<file path="src/rtl/ps2_paddle_cmd.sv">
// ps2_paddle_cmd: PS/2 keyboard receiver that turns A/D or arrow key make/break codes into rate-limited paddle step commands
module ps2_paddle_cmd #(
  parameter int         TICK_DIV  = 833333,
  parameter int         TIMEOUT   = 50000,
  parameter logic [7:0] KEY_LEFT  = 8'h1C,
  parameter logic [7:0] KEY_RIGHT = 8'h23
) (
  input  logic       clock,
  input  logic       resetn,
  input  logic       ps2_clk,
  input  logic       ps2_dat,
  output logic [7:0] cmd,
  output logic       cmdEnable,
  output logic       left_held,
  output logic       right_held,
  output logic       frame_err
);
  localparam int TKW = $clog2(TICK_DIV + 1);
  localparam int TOW = $clog2(TIMEOUT + 1);
  typedef enum logic [1:0] {IDLE, DATA, PARITY, STOP} state_t;
  logic [2:0]     clk_sync_q;
  logic [1:0]     dat_sync_q;
  state_t         state_q;
  logic [2:0]     cnt_q;
  logic [7:0]     shift_q;
  logic           par_q;
  logic [TOW-1:0] to_q;
  logic           byte_valid_q;
  logic           frame_err_q;
  logic           ext_q;
  logic           brk_q;
  logic           left_q;
  logic           right_q;
  logic [TKW-1:0] tick_q;
  logic [TKW-1:0] tick_d;
  logic [7:0]     cmd_q;
  logic [7:0]     cmd_d;
  logic           en_q;
  logic           fall;
  logic           bit_in;
  logic           wrap;
  logic           one_held;
  logic           left_key;
  logic           right_key;
  assign fall      = clk_sync_q[2] & ~clk_sync_q[1];
  assign bit_in    = dat_sync_q[1];
  assign left_key  = (~ext_q & shift_q == KEY_LEFT) | (ext_q & shift_q == 8'h6B);
  assign right_key = (~ext_q & shift_q == KEY_RIGHT) | (ext_q & shift_q == 8'h74);
  assign wrap      = tick_q == TKW'(TICK_DIV - 1);
  assign one_held  = left_q ^ right_q;
  assign tick_d    = wrap ? '0 : tick_q + 1'b1;
  assign cmd_d     = !wrap ? cmd_q : !one_held ? 8'hFF : right_q ? 8'h00 : 8'h01;
  assign cmd        = cmd_q;
  assign cmdEnable  = en_q;
  assign left_held  = left_q;
  assign right_held = right_q;
  assign frame_err  = frame_err_q;
  // Two-flop synchronizers; the extra clock stage keeps the previous synced level for edge detection
  always_ff @(posedge clock) begin
    if (!resetn) begin
      clk_sync_q <= 3'b111;
      dat_sync_q <= 2'b11;
    end else begin
      clk_sync_q <= {clk_sync_q[1:0], ps2_clk};
      dat_sync_q <= {dat_sync_q[0], ps2_dat};
    end
  end
  // Frame receiver: advances on PS/2 falling edges, aborts a stalled frame after the timeout
  always_ff @(posedge clock) begin
    if (!resetn) begin
      state_q      <= IDLE;
      cnt_q        <= '0;
      shift_q      <= '0;
      par_q        <= 1'b0;
      to_q         <= '0;
      byte_valid_q <= 1'b0;
      frame_err_q  <= 1'b0;
    end else begin
      byte_valid_q <= 1'b0;
      frame_err_q  <= 1'b0;
      if (state_q != IDLE && to_q == TOW'(TIMEOUT - 1)) begin
        frame_err_q <= 1'b1;
        state_q     <= IDLE;
        to_q        <= '0;
      end else if (fall) begin
        to_q <= '0;
        case (state_q)
          IDLE: if (!bit_in) begin
            state_q <= DATA;
            cnt_q   <= '0;
          end
          DATA: begin
            shift_q <= {bit_in, shift_q[7:1]};
            cnt_q   <= cnt_q + 3'd1;
            if (cnt_q == 3'd7) state_q <= PARITY;
          end
          PARITY: begin
            par_q   <= bit_in;
            state_q <= STOP;
          end
          default: begin
            if (bit_in && ^{shift_q, par_q}) byte_valid_q <= 1'b1;
            else frame_err_q <= 1'b1;
            state_q <= IDLE;
          end
        endcase
      end else if (state_q != IDLE) begin
        to_q <= to_q + 1'b1;
      end
    end
  end
  // Scan-code decoder: E0/F0 prefixes qualify the next byte, which updates the matching held bit
  always_ff @(posedge clock) begin
    if (!resetn) begin
      ext_q   <= 1'b0;
      brk_q   <= 1'b0;
      left_q  <= 1'b0;
      right_q <= 1'b0;
    end else if (frame_err_q) begin
      ext_q <= 1'b0;
      brk_q <= 1'b0;
    end else if (byte_valid_q) begin
      if (shift_q == 8'hE0) ext_q <= 1'b1;
      else if (shift_q == 8'hF0) brk_q <= 1'b1;
      else begin
        if (left_key) left_q <= ~brk_q;
        if (right_key) right_q <= ~brk_q;
        ext_q <= 1'b0;
        brk_q <= 1'b0;
      end
    end
  end
  // Movement tick: one step per period when exactly one key is held, both or none means no command
  always_ff @(posedge clock) begin
    if (!resetn) begin
      tick_q <= '0;
      cmd_q  <= 8'hFF;
      en_q   <= 1'b0;
    end else begin
      tick_q <= tick_d;
      cmd_q  <= cmd_d;
      en_q   <= wrap & one_held;
    end
  end
endmodule

</file>
<file path="config.mk">
export PLATFORM = sky130hd
export DESIGN_NAME = ps2_paddle_cmd
export DESIGN_NICKNAME = d
export VERILOG_FILES = /design/src/rtl/ps2_paddle_cmd.sv
export SDC_FILE = /design/constraint.sdc
export NUM_CORES = 1
export LEC_CHECK = 0
export ABC_AREA = 1
export CORE_AREA = 4 4 91 93
export DETAILED_ROUTE_END_ITERATION = 10
export DIE_AREA = 0 0 95 97
export SLEW_MARGIN = 10
export SYNTH_ARGS = -nofsm -noshare
export SYNTH_HDL_FRONTEND = slang
export SYNTH_SLANG_ARGS = --single-unit
</file>
<file path="constraint.sdc">
create_clock -name clock -period 1.9 [get_ports clock]
set_clock_uncertainty 0.05 [all_clocks]
set_input_delay 0.38 -clock clock [delete_from_list [all_inputs] [get_ports clock]]
set_output_delay 0.38 -clock clock [all_outputs]
set_load 0.02 [all_outputs]
</file>
==> results.tsv, run 1 <==
metric	value	unit
htreeDepth	3	
endpoint_kind	primary output	
cp.buffers_inverters	1	
die_y	97	um
maxCapViolations	0	
num_vias	2884	
peakVddDrop	0.400	mV
rows	32	
synth_area	0.00331	mm^2
status	finished clean	
final.period_utilization	96.0	%
drt-initial-drc-count	87	
antenna_found_initial	0	
crit_fanout	8	
cp-endpoint	cmd[7]	
wirelength	6.62	mm
cp.depth	1	
area_growth	15.3	%
holdPathStages	2	
drive_above_1_share	12.4	%
synthArstFlopShare	0	%
dp.cells	585	
reg2reg_slack	0.11	ns
cts_tree	yes	
seq_area	0.00128	mm^2
final_common_cell	nand2_1	
stdcell_count	602	
core	0.00753	mm^2
start_kind	flop	
cp.required	1.47	ns
r2r_cells	12	
tightest_slew	0.347	ns
dr.pass1.iters	4	
rsz0062_at_grt	yes	
viasPerCell	4.79	
synth_seq_cells	64	
start_util	44.0	%
postSynthCellCount	472	
ys_types	35	
grt_max_degree	22	
fin_crit	1.82	ns
io_pins	16	
setup_tns	0	ns
wl_per_cell	11.0	um
leakagePower	1.55	nW
grt_pass1_wl	11.5	mm
ys_warn_count	0	
grt_overflow	0	
reg2reg_to	to_q[15]$_SDFFE_PP0N_	
critPathLaunch	cmd[6]$_SDFFE_PN1N_	
antenna_left	0	
path_cells	clkdlybuf4s50_1	
grt_pass1_vias	2663	
ys_seq_area_share	38.7	%
place_congestion	0.877	
numClockSinks	64	
ctsHoldBuffers	0	
fmax	548	MHz
dp_hpwl	4.80	mm
hold_viol	0	
grt_usage	15.2	%
clk_latency	0.34	ns
finalNetCount	509	
fillers	785	
slowest_delay	0.64	ns
slew_violations	0	
crit_slowest_cell	clkdlybuf4s50_1	
path_class	reg -> out	
port_buffers	15	
synth_ff_type	dfxtp_1	
cts_buffer_depth	2	
clk_pin_slew	0.08	ns
synth_nets	486	
setup_viol_count_final	0	
power_per_cell_area	673	mW/mm^2
multi_input_area	0.00173	mm^2
antenna_cells	0	
cp_top_family	buffers and inverters	
worstPathArrival	1.39	ns
min_path_type	reg -> reg	
maxSlewHeadroom	76.6	%
fp.dieW	95	um
root_buffer	clkbuf_8	
die-area	0.00922	mm^2
synth_edf_count	0	
layout_common_cells	nand2_1, nor2_1, dfxtp_1	
drc	0	
syn_avg_cell_area	7.02	um^2
r2r-start	state_q[0]$_SDFFE_PP0P_	
cts_buffers	9	
[cell families (layout without fill, tap and decap cells)]
kind of cell / count (synthesis) / after routing / share of synthesized area, %
fa+ha+maj: 10 / 10 / 3.78
compound gates: 38 / 38 / 6.12
buf+inv: 76 / 104 / 9.63
flops: 64 / 64 / 38.7
xor+xnor: 13 / 13 / 3.44
simple gates: 271 / 271 / 38.3
[worst min path at each step]
stage | start | to
finish | clk_sync_q[1]$_SDFF_PN1_ | clk_sync_q[2]$_SDFF_PN1_
global route | dat_sync_q[0]$_SDFF_PN1_ | dat_sync_q[1]$_SDFF_PN1_
CTS | clk_sync_q[1]$_SDFF_PN1_ | clk_sync_q[2]$_SDFF_PN1_
detailed placement | clk_sync_q[0]$_SDFF_PN1_ | clk_sync_q[1]$_SDFF_PN1_
global placement | dat_sync_q[0]$_SDFF_PN1_ | dat_sync_q[1]$_SDFF_PN1_
floorplan | clk_sync_q[1]$_SDFF_PN1_ | clk_sync_q[2]$_SDFF_PN1_
[sequential cells by signal, summed over array words and instances (netlist names)]
register,cells
cmd,2
left_held,1
clk_sync_q,3
ext_q,1
brk_q,1
frame_err,1
dat_sync_q,2
cmdEnable,1
byte_valid_q,1
cnt_q,3
tick_q,20
to_q,16
right_held,1
shift_q,8
state_q,2
par_q,1
[what timing repair did]
| action | in CTS | in global routing |
|---|---|---|
| setup buffers | 0 | 1 |
| endpoints found under the setup margin | 0 | 23 |
| resized for setup | 0 | 15 |
[where the power goes]
part / switching (mW) / total, mW / internal (mW)
logic: 0.0490 / 0.0811 / 0.0321
registers: 0.00922 / 1.36 / 1.35
clock network: 0.528 / 1.13 / 0.599
[routing by layer]
metal  track usage [%]  share of wire [%]
met1              20.4                 50
met2              23.8                 44
met3              4.59                4.6
met4              3.66               0.88
met5                 0                  0
[through the flow]
stage	power [mW]	setup slack, ns	utilization (%)	instance area, um^2	hold WS, ns
CTS	2.61	0.0141	50.1	3770	0.360
global route	2.67	-0.0154	50.7	3820	0.403
detailed placement	1.47	0.0543	47.7	3590	0.355
floorplan	1.44	0.203	-	3310	0.342
finish	2.57	0.0751	50.7	3820	0.356
global placement	1.47	0.126	47.7	3590	0.345
[layout make-up]
type	instances	share of cell area, %
Clock buffer	10	3.34
Clock inverter	6	1.57
Inverter	63	6.19
Multi-Input combinational cell	332	45.4
Sequential cell	64	33.6
Tap cell	102	3.34
Timing Repair Buffer	25	6.55
[synthesized netlist by cell type (3+ instances only)]
cell	instances	area, um^2
ha_1	10	125
a21oi_1	25	125
dfxtp_1	64	1280
inv_1	60	225
o21ai_0	8	40.0
nand4_1	13	81.3
nand2_1	109	409
buf_2	3	15.0
xor2_1	10	87.6
xnor2_1	3	26.3
nand3_1	24	120
clkbuf_1	3	11.3
nor2_1	70	263
nand2_4	3	33.8
buf_4	6	45.0
nand3_2	3	30.0
nor3_1	23	115
nor2_4	5	56.3
or2_2	5	31.3
or2_0	4	25.0
No activity file was read; power rests on OpenSTA's default activity.
==> run 2, diff against run 1 <==
--- a/config.mk
+++ b/config.mk
@@ -7,6 +7,7 @@
 export LEC_CHECK = 0
 export ABC_AREA = 1
 export CORE_AREA = 4 4 91 93
+export CTS_CLUSTER_DIAMETER = 50
 export DETAILED_ROUTE_END_ITERATION = 10
 export DIE_AREA = 0 0 95 97
 export SLEW_MARGIN = 10
==> results of run 2 <==
No change in the layout: final DEF, timing and power equal those of run 1.
==> run 3, diff against run 2 <==
--- a/config.mk
+++ b/config.mk
@@ -6,10 +6,11 @@
 export NUM_CORES = 1
 export LEC_CHECK = 0
 export ABC_AREA = 1
-export CORE_AREA = 4 4 91 93
+export CAP_MARGIN = 25
+export CORE_AREA = 2 2 89 91
 export CTS_CLUSTER_DIAMETER = 50
 export DETAILED_ROUTE_END_ITERATION = 10
-export DIE_AREA = 0 0 95 97
+export DIE_AREA = 0 0 91 93
 export SLEW_MARGIN = 10
 export SYNTH_ARGS = -nofsm -noshare
 export SYNTH_HDL_FRONTEND = slang
==> run 3 against run 2 <==
Effect of this change: register-to-register slack improved by 0.06 ns; die area decreased by 8.2%; design area is 0.72% higher; count of clock-buffer cells in the layout grew 3; hold slack improved by 0.0076 ns; via count fell by 1.6%; sequential power about the same.
==> results.tsv, run 3 (synthesized netlist as in run 1, its figures left out) <==
metric	value	unit	change
die-area	0.00846	mm^2	-8.2%
clk_pin_slew	0.06	ns	-0.02 ns
grt_overflow	0		unchanged
core	0.00753	mm^2	unchanged
endpoint_kind	flop		
rows	32		unchanged
hp-start	clk_sync_q[1]$_SDFF_PN1_		
power	2.52	mW	-2.0%
start_util	44.0	%	unchanged
antenna_left	0		unchanged
final_common_cell	nand2_1		
drive_above_1_share	12.2	%	-0.18 points
crit_fanout	6		-2
die_y	93	um	-4.1%
leakagePower	1.55	nW	+0.53%
crit_slowest_cell	dfxtp_2		
r2r-start	state_q[0]$_SDFFE_PP0P_		
stdcell_count	601		-0.17%
seq_area	0.00128	mm^2	unchanged
cpMostUsedCell	nand2_1		
cp.required	2.08	ns	+0.61 ns
cts_buffers	9		unchanged
wirelength	6.70	mm	+1.1%
maxSlewHeadroom	78.0	%	+1.4 points
fin_crit	1.73	ns	-0.0950 ns
largest-register	tick_q		
numClockSinks	64		unchanged
cts_tree	yes		
peakVddDrop	0.301	mV	-25%
maxCapViolations	0		unchanged
grt_max_degree	22		unchanged
io_pins	16		unchanged
root_buffer	clkbuf_8		
htreeDepth	3		unchanged
cp_top_family	simple AND/OR/NAND/NOR gates		
layout_common_cells	nand2_1, nor2_1, dfxtp_1		
power_per_cell_area	654	mW/mm^2	-2.7%
dp_hpwl	4.84	mm	+0.72%
largest_reg_flops	20		unchanged
final.period_utilization	91.0	%	-5.0 points
clk_latency	0.33	ns	about the same
area_growth	16.1	%	
cp.buffers_inverters	3		+2
setup_tns	0	ns	unchanged
grt_pass1_wl	11.2	mm	-2.5%
hold_slack	0.363	ns	+0.00762 ns
critPathLaunch	state_q[0]$_SDFFE_PP0P_		
fp.dieW	91	um	-4.2%
antenna_found_initial	0		unchanged
reg_top3	tick_q (20), to_q (16), shift_q (8)		
path_cells	inv_1 -> ha_2 -> inv_2 -> nand4_1 -> nor2_2 -> nand2_1 -> inv_1 -> nand2_2 -> nor2_2 -> nand2_1 -> nand2_1 -> nor2_1		
ctsHoldBuffers	0		unchanged
grt_pass1_vias	2588		-2.8%
finalNetCount	511		+0.39%
multi_input_area	0.00176	mm^2	+1.4%
port_buffers	15		unchanged
wl_per_cell	11.1	um	+1.3%
grt_usage	16.0	%	+0.85 points
drt-initial-drc-count	86		-1.1%
rsz0062_at_grt	no		
place_congestion	0.847		-3.5%
worstPathArrival	1.91	ns	+0.52 ns
dp.cells	584		-0.17%
status	finished clean		
slew_violations	0		unchanged
tightest_slew	0.330	ns	-0.0176 ns
setup_viol_count_final	0		unchanged
antenna_cells	0		unchanged
min_path_type	reg -> reg		
viasPerCell	4.72		-1.5%
path_class	reg -> reg		
hold_viol	0		unchanged
fillers	769		-2.0%
num_vias	2837		-1.6%
drc	0		unchanged
cts_buffer_depth	2		unchanged
dr.pass1.iters	4		unchanged
start_kind	flop		
slowest_delay	0.35	ns	-0.29 ns
fmax	578	MHz	+5.5%
-- run 3: changes by cell type in the layout (fill, tap and decap cells not counted), sizes merged, moves of 2 or more --
cell / before / now
clkbuf: 10 / 13
clkinv: 4 / 1
clkdlybuf4s50: 10 / 8
clkinvlp: 2 / 0
dlymetal6s2s: 5 / 7
-- run 3: path summary, 6_finish.rpt --
| check | end | slack, ns | depth (start not counted) |
|---|---|---|---|
| hold reg to reg | clk_sync_q[2]$_SDFF_PN1_ | 0.36 | 2 |
| setup / recovery | to_q[15]$_SDFFE_PP0N_ | 0.17 | 12 |
| hold / removal | clk_sync_q[2]$_SDFF_PN1_ | 0.36 | 2 |
| setup reg to reg | to_q[15]$_SDFFE_PP0N_ | 0.17 | 12 |
-- run 3: area by class of cell --
type                            instances  area share (%)
Timing Repair Buffer                   26            6.83
Clock buffer                           13            4.65
Tap cell                              102            3.32
Sequential cell                        64            33.4
Multi-Input combinational cell        333            45.7
Inverter                               63            6.15
-- run 3: metrics by stage --
step           setup slack [ns]  instance area, um^2  util (%)
6_report                  0.170                 3850      51.1
5_1_grt                  0.0151                 3850      51.1
4_1_cts                 0.00668                 3760      49.9
3_5_place_dp             0.0190                 3580      47.6
3_3_place_gp              0.119                 3580      47.6
2_1_floorplan             0.203                 3310         -
-- run 3: routing by layer --
metal	vias to the layer above	track usage, %	share of wire, %
li1	1544	-	-
met1	1249	20.9	51
met2	40	26.1	44
met3	4	4.11	4.0
met4	0	4.92	0.69
met5	-	0	0
-- run 3: worst reg2reg max path, delay by kind of cell (launching register included) --
family	cells	cell delay, ns
AND/OR/NAND/NOR	8	0.77
buffers and inverters	3	0.25
adder cells (fa/ha/maj)	1	0.20
flip-flops	1	0.35
-- run 3: power by group --
| group | leakage (nW) | internal, mW | switching, mW | total (mW) |
|---|---|---|---|---|
| Sequential | 0.518 | 1.35 | 0.00923 | 1.36 |
| Combinational | 0.942 | 0.0347 | 0.0507 | 0.0854 |
| Clock | 0.0935 | 0.595 | 0.474 | 1.07 |
-- run 3: timing repair --
action                     in CTS  in global routing
hold endpoints to repair        0                  0
setup endpoints to repair       0                 31
setup buffers                   0                  3
gates resized for setup         0                 18
